==> src/rtl/serial_mac_responder_pkg.sv <==
// Shared types and defaults for the serial shift-add MAC responder.
package mac_pkg;

  typedef enum logic [1:0] {
    IDLE = 2'd0,
    CALC = 2'd1,
    DONE = 2'd2
  } state_e;

  localparam int unsigned A_W_DEF   = 4;
  localparam int unsigned B_W_DEF   = 4;
  localparam int unsigned ACC_W_DEF = 8;

  // The accumulator must be able to hold a full product without losing bits.
  function automatic bit widths_ok(input int unsigned a_w, input int unsigned b_w,
                                   input int unsigned acc_w);
    return acc_w >= (a_w + b_w);
  endfunction

endpackage

==> src/rtl/serial_mac_responder_if.sv <==
// Start/busy MAC handshake bundle between the sequencer (master) and the MAC (slave).
interface serial_mac_responder_if
  import mac_pkg::*;
#(
  parameter int unsigned A_W   = A_W_DEF,
  parameter int unsigned B_W   = B_W_DEF,
  parameter int unsigned ACC_W = ACC_W_DEF
);

  logic                    ena;
  logic                    start;
  logic signed [A_W-1:0]   a;
  logic signed [B_W-1:0]   b;
  logic signed [ACC_W-1:0] acc_init;
  logic                    busy;
  logic                    done;
  logic signed [ACC_W-1:0] acc_out;
  logic                    ovf;

  modport master (
    output ena, start, a, b, acc_init,
    input  busy, done, acc_out, ovf
  );

  modport slave (
    input  ena, start, a, b, acc_init,
    output busy, done, acc_out, ovf
  );

endinterface

==> src/rtl/serial_mac_responder_datapath.sv <==
// Captured operands, ACC_W+1 working sum and bit counter for the serial signed MAC.
module serial_mac_datapath
  import mac_pkg::*;
#(
  parameter  int unsigned A_W   = A_W_DEF,
  parameter  int unsigned B_W   = B_W_DEF,
  parameter  int unsigned ACC_W = ACC_W_DEF,
  localparam int unsigned IDX_W = $clog2(B_W + 1)
) (
  input  logic                    clk,
  input  logic                    rst_n,
  input  logic                    load_i,
  input  logic                    step_i,
  input  logic                    last_bit_i,
  input  logic signed [A_W-1:0]   a_i,
  input  logic signed [B_W-1:0]   b_i,
  input  logic signed [ACC_W-1:0] acc_init_i,
  output logic [IDX_W-1:0]        idx_o,
  output logic signed [ACC_W:0]   sum_nxt_o
);

  logic signed [A_W-1:0] a_q, a_d;
  logic signed [B_W-1:0] b_q, b_d;
  logic signed [ACC_W:0] sum_q, sum_d;
  logic [IDX_W-1:0]      idx_q, idx_d;

  logic signed [ACC_W:0] a_ext;
  logic signed [ACC_W:0] addend;
  logic signed [ACC_W:0] sum_step;
  logic                  bit_set;

  always_comb begin
    a_ext   = {{(ACC_W + 1 - A_W){a_q[A_W-1]}}, a_q};
    addend  = a_ext << idx_q;
    bit_set = |(b_q & (B_W'(1) << idx_q));
    // The multiplier's MSB carries negative weight, so its partial product is subtracted.
    sum_step = sum_q;
    if (bit_set) begin
      sum_step = last_bit_i ? (sum_q - addend) : (sum_q + addend);
    end

    a_d   = a_q;
    b_d   = b_q;
    sum_d = sum_q;
    idx_d = idx_q;
    if (load_i) begin
      a_d   = a_i;
      b_d   = b_i;
      sum_d = {acc_init_i[ACC_W-1], acc_init_i};
      idx_d = '0;
    end else if (step_i) begin
      sum_d = sum_step;
      idx_d = idx_q + IDX_W'(1);
    end
  end

  always_ff @(posedge clk) begin
    if (!rst_n) begin
      a_q   <= '0;
      b_q   <= '0;
      sum_q <= '0;
      idx_q <= '0;
    end else begin
      a_q   <= a_d;
      b_q   <= b_d;
      sum_q <= sum_d;
      idx_q <= idx_d;
    end
  end

  assign idx_o     = idx_q;
  assign sum_nxt_o = sum_step;

endmodule

==> src/rtl/serial_mac_responder.sv <==
// Multi-cycle signed MAC responder: acc_out = acc_init + a*b, one multiplier bit per enabled cycle.
module serial_mac_responder
  import mac_pkg::*;
#(
  parameter int unsigned A_W   = A_W_DEF,
  parameter int unsigned B_W   = B_W_DEF,
  parameter int unsigned ACC_W = ACC_W_DEF
) (
  input logic                   clk,
  input logic                   rst_n,
  serial_mac_responder_if.slave bus
);

  localparam int unsigned IDX_W = $clog2(B_W + 1);

  if (!widths_ok(A_W, B_W, ACC_W)) begin : g_width_check
    $error("serial_mac_responder: ACC_W must be >= A_W + B_W");
  end

  state_e state_q, state_d;
  logic   busy_q, busy_d;
  logic   done_q, done_d;
  logic signed [ACC_W-1:0] acc_out_q, acc_out_d;
  logic   ovf_q, ovf_d;

  logic                  load;
  logic                  step;
  logic                  last_bit;
  logic [IDX_W-1:0]      idx;
  logic signed [ACC_W:0] sum_nxt;

  assign last_bit = (idx == IDX_W'(B_W - 1));

  serial_mac_datapath #(
    .A_W   (A_W),
    .B_W   (B_W),
    .ACC_W (ACC_W)
  ) u_datapath (
    .clk        (clk),
    .rst_n      (rst_n),
    .load_i     (load),
    .step_i     (step),
    .last_bit_i (last_bit),
    .a_i        (bus.a),
    .b_i        (bus.b),
    .acc_init_i (bus.acc_init),
    .idx_o      (idx),
    .sum_nxt_o  (sum_nxt)
  );

  always_comb begin
    state_d   = state_q;
    busy_d    = busy_q;
    done_d    = done_q;
    acc_out_d = acc_out_q;
    ovf_d     = ovf_q;
    load      = 1'b0;
    step      = 1'b0;

    if (bus.ena) begin
      unique case (state_q)
        IDLE, DONE: begin
          done_d = 1'b0;
          if (bus.start) begin
            load    = 1'b1;
            busy_d  = 1'b1;
            state_d = CALC;
          end else begin
            busy_d  = 1'b0;
            state_d = IDLE;
          end
        end
        CALC: begin
          step = 1'b1;
          if (last_bit) begin
            busy_d    = 1'b0;
            done_d    = 1'b1;
            acc_out_d = sum_nxt[ACC_W-1:0];
            ovf_d     = sum_nxt[ACC_W] ^ sum_nxt[ACC_W-1];
            state_d   = DONE;
          end
        end
        default: begin
          busy_d  = 1'b0;
          done_d  = 1'b0;
          state_d = IDLE;
        end
      endcase
    end
  end

  always_ff @(posedge clk) begin
    if (!rst_n) begin
      state_q   <= IDLE;
      busy_q    <= 1'b0;
      done_q    <= 1'b0;
      acc_out_q <= '0;
      ovf_q     <= 1'b0;
    end else begin
      state_q   <= state_d;
      busy_q    <= busy_d;
      done_q    <= done_d;
      acc_out_q <= acc_out_d;
      ovf_q     <= ovf_d;
    end
  end

  assign bus.busy    = busy_q;
  assign bus.done    = done_q;
  assign bus.acc_out = acc_out_q;
  assign bus.ovf     = ovf_q;

endmodule
==> src/flat_wrapper.sv <==
// flat-port wrapper written by rule: the top's interface ports become plain ports
module serial_mac_responder_flat import mac_pkg::*;
#(
  parameter int unsigned A_W   = A_W_DEF,
  parameter int unsigned B_W   = B_W_DEF,
  parameter int unsigned ACC_W = ACC_W_DEF
)
  (clk, rst_n, bus_ena, bus_start, bus_a, bus_b, bus_acc_init, bus_busy, bus_done, bus_acc_out, bus_ovf);
  serial_mac_responder_if #(.A_W(A_W), .B_W(B_W), .ACC_W(ACC_W)) bus_i ();
  input logic clk;
  input logic rst_n;
  input wire logic [$bits(bus_i.ena)-1:0] bus_ena;
  input wire logic [$bits(bus_i.start)-1:0] bus_start;
  input wire logic [$bits(bus_i.a)-1:0] bus_a;
  input wire logic [$bits(bus_i.b)-1:0] bus_b;
  input wire logic [$bits(bus_i.acc_init)-1:0] bus_acc_init;
  output wire logic [$bits(bus_i.busy)-1:0] bus_busy;
  output wire logic [$bits(bus_i.done)-1:0] bus_done;
  output wire logic [$bits(bus_i.acc_out)-1:0] bus_acc_out;
  output wire logic [$bits(bus_i.ovf)-1:0] bus_ovf;
  assign bus_i.ena = bus_ena;
  assign bus_i.start = bus_start;
  assign bus_i.a = bus_a;
  assign bus_i.b = bus_b;
  assign bus_i.acc_init = bus_acc_init;
  assign bus_busy = bus_i.busy;
  assign bus_done = bus_i.done;
  assign bus_acc_out = bus_i.acc_out;
  assign bus_ovf = bus_i.ovf;
  serial_mac_responder #(.A_W(A_W), .B_W(B_W), .ACC_W(ACC_W)) u_core (.clk(clk), .rst_n(rst_n), .bus(bus_i));
endmodule
==> config.mk <==
export PLATFORM = sky130hd
export DESIGN_NAME = serial_mac_responder_flat
export DESIGN_NICKNAME = d
export VERILOG_FILES = /design/src/rtl/serial_mac_responder_pkg.sv /design/src/rtl/serial_mac_responder_if.sv /design/src/rtl/serial_mac_responder_datapath.sv /design/src/rtl/serial_mac_responder.sv /design/src/flat_wrapper.sv
export SDC_FILE = /design/constraint.sdc
export NUM_CORES = 1
export LEC_CHECK = 0
export BUFFER_PORTS_ARGS = -buffer_cell sky130_fd_sc_hd__clkbuf_2
export CAP_MARGIN = 15
export CORE_MARGIN = 8
export CORE_UTILIZATION = 45
export DETAILED_ROUTE_END_ITERATION = 10
export GPL_ROUTABILITY_DRIVEN = 0
export GPL_TIMING_DRIVEN = 0
export PLACE_DENSITY = 0.65
export SLEW_MARGIN = 40
export SYNTH_ARGS = -nofsm -noshare
export SYNTH_HDL_FRONTEND = slang
export SYNTH_SLANG_ARGS = --single-unit
==> constraint.sdc <==
create_clock -name clk -period 8.8 [get_ports clk]
set_clock_uncertainty 0.05 [all_clocks]
set_input_delay 0.88 -clock clk [delete_from_list [all_inputs] [get_ports clk]]
set_output_delay 0.88 -clock clk [all_outputs]
set_load 0.05 [all_outputs]
==> impl_metrics.toml <==
[outcome]
status = "completed"

[route]
drtAntennaViolNets = 0
via_count = 2172
dr.pass1.iters = 5
wl_per_cell_um = 15.3
post-route-drc-count = 0
vias_per_cell = 5.67
routed_wirelength_um = 5860
drt_iter0_markers = 136

[global_routing]
grt_pass1_wl_um = 10100
grtUsageTotal = 0.169
grt_max_degree = 11
grt_pass1_vias = 2101
grt_overflow = 0
antenna_found_initial = 0

[clock_tree]
cts_max_level = 2
numCtsBuffers = 5
cts_num_sinks = 31
clockBufferDepth = 2
cts_tree = "yes"
cts_resized = 0
cts_hold_buf = 0
cts-root-buf = "clkbuf_8"
clk_latency_ns = 0.28
clk_pin_slew_ns = 0.07
post_cts_buffers = 0

[sta]
drv_slew = 0
setup_violations = 0
fmax_mhz = 247
grt_setup_unrepaired = "no"
fin_setup_tns_ns = 0
fin_ws_ns = 4.76
fin_hold_ws_ns = 0.407
worst_pin_slew_ns = 0.705
relSlewSlack = 0.528
hold_viol_final = 0
fin_crit_ns = 4.04
fin_crit_sh = 0.459

[synth]
yosys_register_bits = 31
synth_top_family_by_area = "compound AO/OA/AOI/OAI gates"
ys_types = 47
synth-adder-area-share = 0.0896
yosysTopAreaCell = "dfxtp_1"
syn-instance-count = 292
synth_area_um2 = 2180
synth-compound-area-share = 0.280
synth_area_leaders = "dfxtp_1, nand2_1, ha_1"
synth-xor-area-share = 0.0482
synth_nets = 327
synth_top_flop_cell = "dfxtp_1"
muxShareOfSynthArea = 0.0161
synth-seq-area-share = 0.285
yosysTopAreaCellShare = 0.285
async_reset_ff_frac = 0
syn_avg_cell_area_um2 = 7.46
synth-edff-count = 0
synthSimpleGateAreaFrac = 0.231
yosysWarnings = 0

[critical_path]
worst_setup_path_start_kind = "register"
crit_type = "register to register"
critPathArrivalTime_ns = 4.20
path_max_fanout = 10
cp-end-kind = "register"
critPathRequiredTime_ns = 8.96

[die]
rows = 25
dieHeight_um = 85.6
core_area_um2 = 4690
dieArea_um2 = 7320
pin_count = 31
start_util = 0.464
die_w_um = 85.6

[finish]
multi_input_area_um2 = 1450
syn2layout_area_growth_pct = 14.0
n_fill_cell = 471
final_nets = 364
regArea_um2 = 621
final_util = 0.529
layout_common_cells = "nand2_1, nor2_1, dfxtp_1, clkbuf_2, a21oi_1"
drive_above_1_share = 0.143
mostFrequentLayoutCell = "nand2_1"
diodes = 0

[placement]
portBuffers = 30
place_hpwl_um = 4480
dp_slack_ns = 4.82

[pwr]
p_total_uw = 374
vdd_drop_max_mv = 0.105
power.density_nw_per_um2 = 150
p_leak_nw = 0.981

[worst_hold_path]
hp-class = "register to register"

[job]
max-cap-violations = 0
layer usage:
metal / vias to the layer above / GRT usage / routed length [µm]
met5: - / 0 / 0
met4: 0 / 0.0541 / 62
met3: 6 / 0.0239 / 225
met2: 55 / 0.255 / 2570
met1: 998 / 0.238 / 3000
li1: 1113 / - / -
metrics by stage:
| step | cells | area, µm² |
|---|---|---|
| 6_report | 383 | 2480 |
| 5_1_grt | 383 | 2480 |
| 4_1_cts | 383 | 2480 |
| 3_5_place_dp | 376 | 2400 |
| 3_3_place_gp | 376 | 2400 |
| 2_1_floorplan | 292 | 2180 |
worst max-delay path, stage by stage, from the launching register on:
cell and delay [ns]:
dfxtp_1 0.38, buf_6 0.17, inv_1 0.15, o21ai_0 0.48
nand2_1 0.11, ha_1 0.29, nor2b_1 0.12, a31oi_1 0.09
fa_1 0.48, a21o_1 0.18, a21oi_1 0.22, o21ai_0 0.21
o31ai_1 0.30, and2_1 0.17, mux2i_1 0.13, or3_1 0.33
a31oi_1 0.12
cells in the mapped netlist, drive strengths merged (4+ instances only):
cell and count:
clkbuf 9, nand2 49, a21oi 29, a211oi 5
o21ai 16, a31oi 6, inv 10, a22oi 6
buf 7, ha 14, xnor2 9, dfxtp 31
nor2b 4, nor2 31, nor3 5, nand2b 4
nand3 5
cell type report:
| type | count | area share |
|---|---|---|
| Buffer | 16 | 0.0282 |
| Clock buffer | 6 | 0.0332 |
| Clock inverter | 1 | 0.00202 |
| Inverter | 10 | 0.0151 |
| Multi-Input combinational cell | 235 | 0.584 |
| Sequential cell | 31 | 0.250 |
| Tap cell | 54 | 0.0272 |
| Timing Repair Buffer | 30 | 0.0605 |
cells by family (layout without fill, tap and decap cells):
kind of cell,count (synthesis),in the layout
and+or+nand+nor,113,113
AOI/OAI and AO/OA,92,92
DFF,31,31
buffers and inverters,26,63
adders and majority gates,15,15
xor gates and xnor gates,12,12
muxes,3,3
sequential cells by signal, summed over array words and instances (netlist names):
name,flops
u_core.bus.busy,1
u_core.u_datapath.b_q,4
u_core.bus.ovf,1
u_core.u_datapath.sum_q,9
u_core.u_datapath.a_q,4
u_core.u_datapath.idx_o,3
u_core.bus.acc_out,8
u_core.state_q,1
report_power, final:
part | total [mW] | leakage, nW | switching [mW] | internal (mW)
Sequential | 0.150 | 0.252 | 0.00502 | 0.145
Combinational | 0.111 | 0.682 | 0.0634 | 0.0473
Clock | 0.113 | 0.0470 | 0.0516 | 0.0613
path summary, 6_finish.rpt:
kind                                            startpoint                          to  slack [ns]  cells after the start
worst max-delay path            u_core.u_datapath.idx_o[0]  u_core.u_datapath.sum_q[8]        4.76                     16
worst max register to register  u_core.u_datapath.idx_o[0]  u_core.u_datapath.sum_q[8]        4.76                     16
worst min register to register       u_core.bus.acc_out[0]       u_core.bus.acc_out[0]        0.41                      2
worst min-delay path                 u_core.bus.acc_out[0]       u_core.bus.acc_out[0]        0.41                      2
(Power assumes the default switching activity.)
